<file path="src/rtl/sudoku_pkg.sv">
// Shared geometry, unit numbering and FSM state for the sudoku grid checker.
package sudoku_pkg;
  localparam int CELL_W    = 4;
  localparam int N         = 9;
  localparam int GRID_W    = 324;
  localparam int NUM_UNITS = 27;

  localparam logic [4:0] NO_UNIT = 5'd31;
  localparam logic [4:0] ROW     = 5'd0;
  localparam logic [4:0] COL     = 5'd9;
  localparam logic [4:0] BOX     = 5'd18;

  typedef enum logic {IDLE, CHECK} state_e;

  // Bit offset of the k-th cell of unit u inside the flattened grid.
  function automatic logic [8:0] cell_base(input logic [4:0] u, input int k);
    int r, c, b;
    if (u < COL) begin
      r = int'(u);
      c = k;
    end else if (u < BOX) begin
      r = k;
      c = int'(u) - int'(COL);
    end else begin
      b = int'(u) - int'(BOX);
      r = 3 * (b / 3) + k / 3;
      c = 3 * (b % 3) + k % 3;
    end
    return 9'(36 * r + 4 * c);
  endfunction
endpackage

</file>
<file path="src/rtl/sudoku_unit_check.sv">
// Combinational evaluation of one 9-cell unit: duplicate, illegal digit and empty flags.
module sudoku_unit_check
  import sudoku_pkg::*;
(
  input  logic [N-1:0][CELL_W-1:0] cells,
  output logic                     dup,
  output logic                     illegal,
  output logic                     empty
);
  logic [N-1:0] seen;

  always_comb begin
    seen    = '0;
    dup     = 1'b0;
    illegal = 1'b0;
    empty   = 1'b0;
    for (int k = 0; k < N; k++) begin
      if (cells[k] == 4'd0) begin
        empty = 1'b1;
      end else if (cells[k] > 4'd9) begin
        illegal = 1'b1;
      end else begin
        if (seen[cells[k] - 4'd1]) dup = 1'b1;
        seen[cells[k] - 4'd1] = 1'b1;
      end
    end
  end
endmodule

</file>
<file path="config.mk">
export PLATFORM = sky130hd
export DESIGN_NAME = sudoku_unit_check
export DESIGN_NICKNAME = d
export VERILOG_FILES = /design/src/rtl/sudoku_pkg.sv /design/src/rtl/sudoku_unit_check.sv
export SDC_FILE = /design/constraint.sdc
export NUM_CORES = 1
export LEC_CHECK = 0
export CORE_MARGIN = 4
export CORE_UTILIZATION = 55
export DETAILED_ROUTE_END_ITERATION = 6
export PLACE_DENSITY = 0.78
export REMOVE_ABC_BUFFERS = 1
export SLEW_MARGIN = 15
export SYNTH_ARGS = -nofsm -noshare
export SYNTH_HDL_FRONTEND = slang
export SYNTH_SLANG_ARGS = --single-unit
</file>
<file path="constraint.sdc">
create_clock -name vclk -period 5.7
set_input_delay 1.14 -clock vclk [all_inputs]
set_output_delay 1.14 -clock vclk [all_outputs]
set_load 0.03 [all_outputs]
</file>
==> results by group <==
Outcome
  • Status: finished, violations left
  • Failing checks: negative setup slack

Layout
  • Layout cell share with drive strength beyond 1: 0.278
  • Fin area: 4500 um2
  • Seq Cell Count: 0
  • Register area: 0 um2
  • Finished Core Util: 0.864
  • Layout overhead on the synthesized area: 50.1%
  • # diodes: 0
  • Final Non-Filler Cells: 677
  • Nets: 682
  • CLK BUF: 0

Global route
  • Vias in the first global route: 4207
  • First-pass GRT wire length: 19.3 mm
  • Total GRT Usage: 0.359
  • Initial antenna violation count: 0
  • Largest net degree at the start of global routing: 12
  • Grt total ovfl: 0

STA
  • Final Hold Violating Endpoints: 0
  • Tmin final: 5.71 ns
  • Final Worst Setup Slack: -0.0110 ns
  • Fmax: 175 MHz
  • Tcrit/Tclk final: 1.00
  • Endpoints failing setup: 1
  • Final slew viol count: 0
  • Worst slew margin: 0.500
  • Least-Margin Pin Slew: 0.740 ns

Floorplan
  • Die ar.: 6690 um2
  • Starting density of the core: 0.576
  • Rows: 26
  • Total core area: 5200 um2
  • Num ports: 39
  • Die Width: 81.8 um
  • Die H: 81.8 um

Power and ir drop
  • Max VDD drop: 0.0000559 V
  • P_leak: 2.02 nW
  • P per Cell Area: 79.5 nW/um2

Place
  • Port buffer count: 39
  • Final GP Congestion: 1.10
  • DP Area: 4350 um2
  • Number of cells after detailed placement: 670
  • Hpwl dp: 9.84 mm
  • Place WS: -0.515 ns

Drt
  • Antenna Nets Post-Route: 0
  • Via Count: 4599
  • Vias/cell: 6.79
  • Final WL: 12.6 mm
  • Drt drc: 0
  • First-pass iteration count of the detailed router: 5
  • Initial DRC count: 636
  • DR WL/cell: 18.6 um

Worst hold path
  • Hold Path Class: primary input to output port

Synth
  • Top cell type's share of synthesized area: 0.154
  • Netlist cell types: 71
  • Avg Cell Area, Syn: 6.60 um2
  • Sequential area share after synthesis: 0
  • Syn Inst Count: 454
  • Synthesized area: 3000 um2
  • Synth Warn #: 0
  • Top post-synthesis cells by area: ha_1 (15%), nor2_1 (4.9%), o21ai_0 (4.3%)
  • Synth area leader: ha_1

Flow run
  • Max cap viols: 0

Critical path
  • Crit path from: cells[9]
  • Crit Path Category: primary input to output port
  • Critical path arrival: 4.57 ns
  • Startpoint types: primary input
  • CP required: 4.56 ns
  • Worst Setup End Kind: output port
  • Worst Setup EP: dup
  • Critical-path maximum fanout: 11

Clock tree
  • Hold-fix buffers at CTS: 0
## worst max-delay path: stages
cell and delay, ns:
clkdlybuf4s50_1 0.42, inv_1 0.12, ha_4 0.23, buf_4 0.15, nor4b_1 0.05, and4_1 0.21
a311oi_1 0.37, nand3_1 0.28, a211oi_2 0.37, nor4b_1 0.11, a211oi_1 0.23, nand3_1 0.15
or4_1 0.58, buf_6 0.16
## stage by stage
| step | setup TNS (ns) | hold WS [ns] | total power [W] |
|---|---|---|---|
| 3_5_place_dp | -0.515 | 3.54 | 0.000327 |
| 2_1_floorplan | 0 | 2.58 | 0.000155 |
| 3_3_place_gp | -0.469 | 3.53 | 0.000319 |
| 6_report | -0.0110 | 3.17 | 0.000358 |
| 5_1_grt | -0.293 | 3.25 | 0.000380 |
| 4_1_cts | 0 | 3.41 | 0.000331 |
## cells in the mapped netlist (4+ instances only)
cell and number:
a21oi_1 24, a211oi_1 14, a2111oi_0 5, nand2_1 33, o31ai_1 4, or2_1 5
nor2b_1 13, nand4_1 12, mux2i_1 4, o21ai_0 26, ha_1 37, buf_2 6
a32oi_1 4, nor2_1 39, o21bai_1 4, nor3b_1 10, nand2b_1 4, o22ai_1 5
nand3_1 19, clkbuf_1 16, o21ai_1 7, nor4bb_1 4, a31oi_1 9, and2_1 7
inv_1 33, nor3_1 7, a22oi_1 5, and3_1 6, o211ai_1 8, nor4b_1 5
nor4_1 7, a22o_1 4
## how the worst min path moves through the flow
| stage | from | end | cells after the start |
|---|---|---|---|
| detailed placement | cells[35] | illegal | 4 |
| floorplan | cells[35] | illegal | 2 |
| finish | cells[4] | dup | 8 |
| global route | cells[4] | dup | 8 |
| CTS | cells[35] | dup | 6 |
| global placement | cells[35] | illegal | 4 |
## where the power goes
| group | total [W] | leakage (nW) | switching, W | internal, W |
|---|---|---|---|---|
| clock | 0 | 0 | 0 | 0 |
| combinational | 0.000358 | 2.02 | 0.000189 | 0.000168 |
| sequential | 0 | 0 | 0 | 0 |
| total | 0.000358 | 2.02 | 0.000189 | 0.000168 |
## layout make-up
cell class                      count  area (um2)
Timing Repair Buffer              177        1430
Fill cell                         321         706
Inverter                           33         124
Multi-Input combinational cell    397        2860
Tap cell                           70        87.6
## layer usage
layer,vias up,GRT usage,part of all wire
li1,2062,-,-
met1,2076,0.451,0.38
met2,373,0.632,0.46
met3,88,0.0461,0.11
met4,0,0.111,0.049
met5,-,0,0
## what timing repair did
action,4_1_cts,5_1_grt
resized for setup,9,19
setup buffers,1,6
pin swaps,0,10
setup endpoints to repair,1,1
## cells in the final DEF, fill, tap and decap left out, drive strengths merged, types with 4 or more instances in the layout
cell / instances
ha: 37
nand3: 19
a22o: 4
and2: 7
a211oi: 17
o211ai: 8
o21ai: 33
inv: 33
clkdlybuf4s50: 36
nand2b: 4
nor4b: 5
nor4bb: 4
nor3b: 10
or2: 6
and3: 6
nand2: 33
a22oi: 5
o31ai: 4
nor4: 7
o21bai: 4
nor3: 7
a32oi: 4
mux2i: 4
nor2: 40
nor2b: 13
a31oi: 9
a2111oi: 7
a21oi: 26
nand4: 13
o22ai: 5
buf: 139
## cell families (layout without fill, tap and decap cells)
group,after synthesis,after routing,share of synthesized area
compound gates,162,162,0.388
fa+ha+maj,37,37,0.154
simple gates,190,190,0.353
xor+xnor,4,4,0.0117
buf+inv,57,210,0.0789
mux,4,4,0.0134
Note: power is estimated with default switching activity, not from simulation.
